`config.mk`:
```
export PLATFORM = sky130hd
export DESIGN_NAME = prog_clk_div
export DESIGN_NICKNAME = d
export VERILOG_FILES = /design/src/rtl/prog_clk_div.sv
export SDC_FILE = /design/constraint.sdc
export NUM_CORES = 1
export LEC_CHECK = 0
export ABC_AREA = 1
export CAP_MARGIN = 10
export CELL_PAD_IN_SITES_DETAIL_PLACEMENT = 0
export CELL_PAD_IN_SITES_GLOBAL_PLACEMENT = 2
export CORE_MARGIN = 10
export CORE_UTILIZATION = 36
export DETAILED_ROUTE_END_ITERATION = 10
export GPL_TIMING_DRIVEN = 0
export PLACE_DENSITY_LB_ADDON = 0.25
export SKIP_CTS_REPAIR_TIMING = 1
export SYNTH_ARGS = -nofsm -noshare
export SYNTH_HDL_FRONTEND = slang
export SYNTH_SLANG_ARGS = --single-unit
```
`constraint.sdc`:
```
create_clock -name Clk -period 6.2 [get_ports Clk]
set_clock_uncertainty 0.1 [all_clocks]
set_input_delay 0.62 -clock Clk [delete_from_list [all_inputs] [get_ports Clk]]
set_output_delay 0.62 -clock Clk [all_outputs]
set_load 0.02 [all_outputs]
```
`src/rtl/prog_clk_div.sv`:
```
// Multi-channel programmable clock divider / tick generator.
// Each channel divides Clk by a runtime-loadable divisor applied at its terminal count.
module prog_clk_div #(
  parameter int NumCh    = 2,
  parameter int ChSelW   = 1,
  parameter int CntWidth = 25,
  parameter int DefDiv   = 1
) (
  input  logic                Clk,
  input  logic                Rst,
  input  logic [NumCh-1:0]    En,
  input  logic                Align,
  input  logic                WrEn,
  input  logic [ChSelW-1:0]   WrCh,
  input  logic [CntWidth-1:0] WrData,
  output logic [NumCh-1:0]    ClkOut,
  output logic [NumCh-1:0]    TickOut,
  output logic [NumCh-1:0]    Pending
);

  logic [CntWidth-1:0] cnt_q    [NumCh];
  logic [CntWidth-1:0] cnt_d    [NumCh];
  logic [CntWidth-1:0] div_q    [NumCh];
  logic [CntWidth-1:0] div_d    [NumCh];
  logic [CntWidth-1:0] shadow_q [NumCh];
  logic [CntWidth-1:0] shadow_d [NumCh];
  logic [NumCh-1:0]    pend_q, pend_d;
  logic [NumCh-1:0]    clk_q, clk_d;
  logic [NumCh-1:0]    tick_q, tick_d;

  logic [CntWidth-1:0] eff      [NumCh];
  logic [NumCh-1:0]    tc;
  logic [NumCh-1:0]    wr_hit;
  logic [NumCh-1:0]    apply;

  always_comb begin
    cnt_d    = cnt_q;
    div_d    = div_q;
    shadow_d = shadow_q;
    pend_d   = pend_q;
    clk_d    = clk_q;
    tick_d   = tick_q;
    tc       = '0;
    wr_hit   = '0;
    apply    = '0;
    for (int unsigned i = 0; i < NumCh; i++) begin
      eff[i]    = (div_q[i] == '0) ? CntWidth'(1) : div_q[i];
      tc[i]     = En[i] && (cnt_q[i] == eff[i] - CntWidth'(1));
      wr_hit[i] = WrEn && (WrCh == ChSelW'(i));
      apply[i]  = !En[i] || Align || tc[i];

      if (!En[i] || Align) begin
        cnt_d[i]  = '0;
        clk_d[i]  = 1'b0;
        tick_d[i] = 1'b0;
      end else if (tc[i]) begin
        cnt_d[i]  = '0;
        clk_d[i]  = ~clk_q[i];
        tick_d[i] = 1'b1;
      end else begin
        cnt_d[i]  = cnt_q[i] + CntWidth'(1);
        tick_d[i] = 1'b0;
      end

      // A write on an apply cycle only updates the shadow; the older shadow
      // value (if pending) still loads into Div this edge.
      if (apply[i] && pend_q[i]) begin
        div_d[i]  = shadow_q[i];
        pend_d[i] = 1'b0;
      end
      if (wr_hit[i]) begin
        shadow_d[i] = WrData;
        pend_d[i]   = 1'b1;
      end
    end
  end

  always_ff @(posedge Clk or posedge Rst) begin
    if (Rst) begin
      for (int unsigned i = 0; i < NumCh; i++) begin
        cnt_q[i]    <= '0;
        div_q[i]    <= CntWidth'(DefDiv);
        shadow_q[i] <= CntWidth'(DefDiv);
      end
      pend_q <= '0;
      clk_q  <= '0;
      tick_q <= '0;
    end else begin
      cnt_q    <= cnt_d;
      div_q    <= div_d;
      shadow_q <= shadow_d;
      pend_q   <= pend_d;
      clk_q    <= clk_d;
      tick_q   <= tick_d;
    end
  end

  assign ClkOut  = clk_q;
  assign TickOut = tick_q;
  assign Pending = pend_q;

endmodule
```
; Word-level counts from Yosys, hierarchy flattened
; Index checks and enable logic that the tools add are counted.
[classes]
n_addsub = 4
n_mul = 0
div_mod_pow = 0
n_lt_le_gt_ge = 0
n_eq_ne = 2
shift = 0
n_mux = 18
bitwise = 3
n_reduce_logical = 18
[op_table]
columns = operator, n
row1 = 2-to-1 mux 25 bit, 6
row2 = "adder 25 x 1 -> 25 bit, second input constant", 2
row3 = equality test 25 bit, 2
row4 = zero test 25 bit, 2
row5 = "subtractor 25 x 1 -> 25 bit, second input constant", 2
row6 = 2-to-1 mux 1 bit, 12
row7 = nonzero test 2 bit, 4
row8 = logical AND 1 bit, 6
row9 = logical OR 1 bit, 4
row10 = NOT 1 bit, 3
row11 = zero test 1 bit, 2
[word_totals]
reg_bits = 156
latchBits = 0
mem_bits_rw = 0
romBits = 0
input_bits = 32
out_inout_bits = 6
wordCells = 56
mem_count = 0

; Longest topological paths before layout
[logic_depth]
word_depth = 9
mapped_depth = 26
mapped_depth_nobuf = 25

; Worst setup path before layout
; Ideal clock, no wire load.
[synth_path]
path_kind = flip-flop to flip-flop
start = reg div_q[25] (netlist bit)
end = reg div_q[29] (netlist bit)
setup_time_ps = 117
t_arrival_ps = 2916
t_required_ps = 5983
setup_slack_ps = 3067
path_stages_with_launch = 24
path_buffers = 1
synth_period_minus_slack_ps = 3133
path_cell_list = dfstp_2 -> inv_1 -> nand2_1 -> nor2_1 -> nand3_1 -> nor2_4 -> nor2_2 -> ha_1 -> nand2_1 -> nor2_2 -> inv_2 -> nor2_4 -> xor2_1 -> xor2_1 -> nand2_1 -> nor2_1 -> nand3_1 -> nor2_1 -> nand3_2 -> nand2_2 -> nand2_2 -> buf_6 -> nand2_1 -> nand2_1
[synth_via]
elab_chain_cells = 7
[synth_lines]
columns = element, line_no
row1 = from (decl), 23  ; logic [CntWidth-1:0] div_q [NumCh];
row2 = "from (signal, indexed assignment)", 82  ; div_q[i] <= CntWidth'(DefDiv);
row3 = from (signal assigned), 90  ; div_q <= div_d;
row4 = zero test 25 bit, 47  ; eff[i] = (div_q[i] == '0) ? CntWidth'(1) : div_q[i];
row5 = 2-to-1 mux 25 bit *, 47
row6 = subtractor 25 x 1 -> 25 bit *, 48  ; tc[i] = En[i] && (cnt_q[i] == eff[i] - CntWidth'(1));
row7 = equality test 25 bit *, 48
row8 = logical AND 1 bit *, 48
row9 = logical OR 1 bit *, 50  ; apply[i] = !En[i] || Align || tc[i];
row10 = logical AND 1 bit *, 67  ; if (apply[i] && pend_q[i]) begin
; Mark *: on every way between the ends. The rest lies on a longest branch, timed or not.
; A chain may end at the register's enable or synchronous reset.

; Final worst setup path
[layout_path]
start = reg div_q[0] (netlist bit)
end = reg div_q[0] (netlist bit)
; Same word-level chain as after synthesis.

==> summary.txt <==
Run status
  – Outcome: finished clean

GRT
  – Gr usage total: between 10% and 20%
  – Initial antenna violation count: 0
  – Overflow after GRT: 0
  – First-pass GRT wire length: 44.8 mm
  – Vias in the first global route: 8003
  – Largest net degree at the start of global routing: between 100 and 150

Synthesis
  – Seq/Total Area, Yosys: between 40% and 50%
  – Syn nets: about 1.3k
  – Synth cell types: 38
  – Post-Syn Instances: approximately 1.3k
  – YS warnings: 0
  – Avg Synthesized Cell Area: approximately 7.1 sq um
  – Register bit count reported by yosys: between 150 and 200
  – Synth Cell Area: around 0.0093 sq mm

Die
  – Initial core utilization: 36.6%
  – Die Wd: 180 um
  – Height of the chip: between 150 and 200 um
  – Core box area: around 0.025 sq mm
  – Io pins: 38
  – # rows: 58
  – Total Die Area: 0.0325 sq mm

Setup path
  – Crit path launch type: flip-flop
  – Worst endpoint required time: roughly 6500 ps
  – Crit path kind: reg2reg
  – Flop-to-flop setup slack: ~1900 ps
  – Critical Path AT: approximately 4600 ps
  – FF-to-FF path depth: 25
  – Reg2Reg Capture Point: div_q[0]
  – Crit. End Element: flip-flop
  – Reg2Reg Launch Point: div_q[0]
  – CP max FO: 10

Hold path
  – End of the worst hold path: div_q[25]
  – Hold Crit Class: reg2reg
  – Hold depth: 2
  – Hold Startpoint: shadow_q[25]

Place
  – I/O Buffers: 37
  – Placed Area: just over 0.01 sq mm
  – DP HPWL: ~22 mm
  – Routability cong.: 0.883

Power
  – Max IR drop VDD: about 150 uV
  – Logic gate share of total power: a little over a quarter
  – Pint: just under 2 mW
  – Pwr Total: about 3.2 mW
  – Switching Fraction: around two fifths
  – Seq pwr share: between 30 and 40%
  – Leak Pwr: about 5.1 nW
  – Power density over cell area: roughly 300 mW/mm^2
  – NetSw: between 1 and 1.5 mW
  – Clock Power Share: approximately 34%

STA
  – Final setup violation count: 0
  – Slew headroom: between 50% and 60%
  – Tightest Pin Transition: between 600 and 700 ps
  – Final min period: 4290 ps
  – RSZ-0062 raised after global routing: no
  – Slew Viols, Final: 0
  – WHS: about 380 ps
  – Setup TNS: 0 ps
  – Period Utilization, post-route: 69.1%
  – Final Hold Viols: 0
  – Max Fclk: between 200 and 250 MHz

Detailed routing
  – # DRC: 0
  – Drt wl/cell: around 16 um
  – Pre-Repair DR Iteration Count: 5
  – Routed via count: slightly above 8k
  – Number of routed nets with antenna violations: 0
  – WL final: 27.6 mm
  – Vias/cell: between 4 and 5
  – Initial DRC count: between 700 and 800

Clock network
  – Skew-Pair Late Insertion Delay: approximately 440 ps
  – CTS tree: yes
  – Total CTS buffers: 17
  – Num Clock Sinks: roughly 160
  – H-Tree Level Count: 4
  – Max Root-Sink Buffers: 2
  – Clk root buf: clkbuf_16
  – Clk slew on worst S/H paths: ~70 ps

Finish
  – Fillers: 2681
  – P&R area growth vs syn: 15.4%
  – Final instance area: about 0.011 sq mm
  – Total Nets Final: approximately 1.4k
  – Share of cells above drive strength 1: about 5.8%
  – Ant. Diodes: 0

Run
  – Max Cap Violations: 0
[synthesized netlist by cell type]
| library cell | count | share of area, % |
|---|---|---|
| o211ai_1 | 2 | 0.16 |
| xnor3_1 | 1 | 0.24 |
| a21o_1 | 1 | 0.081 |
| o21ai_0 | 71 | 3.8 |
| xnor2_1 | 22 | 2.1 |
| or2_1 | 1 | 0.068 |
| xor2_1 | 55 | 5.2 |
| o21ai_1 | 2 | 0.11 |
| nand2_2 | 2 | 0.14 |
| nand2_4 | 2 | 0.24 |
| nand4_1 | 23 | 1.6 |
| o31ai_1 | 1 | 0.081 |
| ha_1 | 4 | 0.54 |
| clkbuf_1 | 16 | 0.65 |
| nor4_1 | 4 | 0.27 |
| o2111ai_1 | 1 | 0.095 |
| nor3b_1 | 2 | 0.16 |
| dfrtp_1 | 152 | 41 |
| nor2_2 | 6 | 0.41 |
| inv_1 | 160 | 6.5 |
| buf_6 | 4 | 0.49 |
| nor2_4 | 4 | 0.49 |
| and3_1 | 4 | 0.27 |
| inv_2 | 3 | 0.12 |
| nand3_2 | 2 | 0.22 |
| a21boi_0 | 1 | 0.081 |
| nor3_1 | 35 | 1.9 |
| nand2_1 | 372 | 15 |
| nor2_1 | 178 | 7.2 |
| o21a_1 | 1 | 0.081 |
| or2_2 | 7 | 0.47 |
| a21oi_1 | 11 | 0.60 |
| buf_4 | 6 | 0.49 |
| buf_2 | 5 | 0.27 |
| nand3_1 | 128 | 6.9 |
| dfstp_2 | 4 | 1.1 |
| buf_1 | 1 | 0.041 |
| nand3b_1 | 7 | 0.57 |
[worst max-delay path, stage by stage, from the launching register on]
cell and delay, ps:
dfstp_2 550, inv_1 50, nand2_1 80, nor2_1 70, nand2_1 60, nor2_1 40, nand2_1 140, nand2_1 100
inv_1 200, ha_1 230, nand3_1 170, inv_1 130, nand3_1 180, nor2_1 300, nand2_1 100, xor2_1 180
nand2_1 90, nand2_1 50, inv_1 120, nand4_1 150, nor2_1 210, nand3_2 230, nand2_4 220, buf_4 260
nand3_1 90, nand2_1 100
[layer usage]
layer / wire (um) / vias up / GRT usage (%)
li1: - / 4201 / -
met1: 14900 / 3879 / 26.1
met2: 11400 / 164 / 24.2
met3: 1040 / 19 / 2.73
met4: 265 / 0 / 3.71
met5: 0 / - / 0
[kinds of logic (layout without fill, tap and decap cells)]
kind of cell / after synthesis / in the layout / share of synthesized area (%)
buffers and inverters: 195 / 265 / 8.55
and+or+nand+nor: 777 / 777 / 36.0
AOI/OAI and AO/OA: 91 / 91 / 5.13
adders and majority gates: 4 / 4 / 0.541
DFF: 156 / 156 / 42.3
xor gates and xnor gates: 78 / 78 / 7.53
[power groups by stage]
stage / combinational (mW) / sequential [mW] / clock (mW)
2_1_floorplan: 0.640 / 1.23 / 0
3_3_place_gp: 0.863 / 1.27 / 0
3_5_place_dp: 0.866 / 1.27 / 0
4_1_cts: 0.871 / 1.26 / 1.11
5_1_grt: 1.00 / 1.27 / 1.16
6_report: 0.874 / 1.26 / 1.08
[metrics by stage]
stage | cells | util [%] | setup slack (ps)
floorplan | 1301 | - | 1280
global placement | 1668 | 39.7 | -1190
detailed placement | 1669 | 39.9 | 2060
CTS | 1701 | 42.3 | 2030
global route | 1701 | 42.3 | 1670
finish | 1701 | 42.3 | 1910
[final cells by class]
class	count	area (sq um)	share of cell area (%)
Multi-Input combinational cell	950	4550	42.6
Clock inverter	15	180	1.69
Clock buffer	17	425	3.99
Buffer	32	179	1.68
Tap cell	330	413	3.87
Inverter	163	619	5.80
Sequential cell	156	3910	36.6
Timing Repair Buffer	38	398	3.73
[sequential cells by signal (all words and copies together) (netlist names)]
name and flops:
ClkOut 2, TickOut 2, Pending 2, div_q 50, shadow_q 50, cnt_q 50
[cell usage in the layout (no fill, tap or decap), types with 23 or more instances in the layout]
cell and instances:
xor2_1 55, clkdlybuf4s50_1 37, inv_1 159, dfrtp_1 152, nor3_1 35, nand3_1 128
o21ai_0 71, nor2_1 178, nand2_1 372, nand4_1 23
[worst max path at each step]
stage,start,end,cells after the start
final,div_q[0],div_q[0],25
after global routing,div_q[15],div_q[19],26
after CTS,div_q[25],div_q[34],24
after detailed placement,div_q[25],div_q[34],24
after global placement,Rst,cnt_q[2],2
after floorplan,Rst,ClkOut[0],1
(Power assumes the default switching activity.)
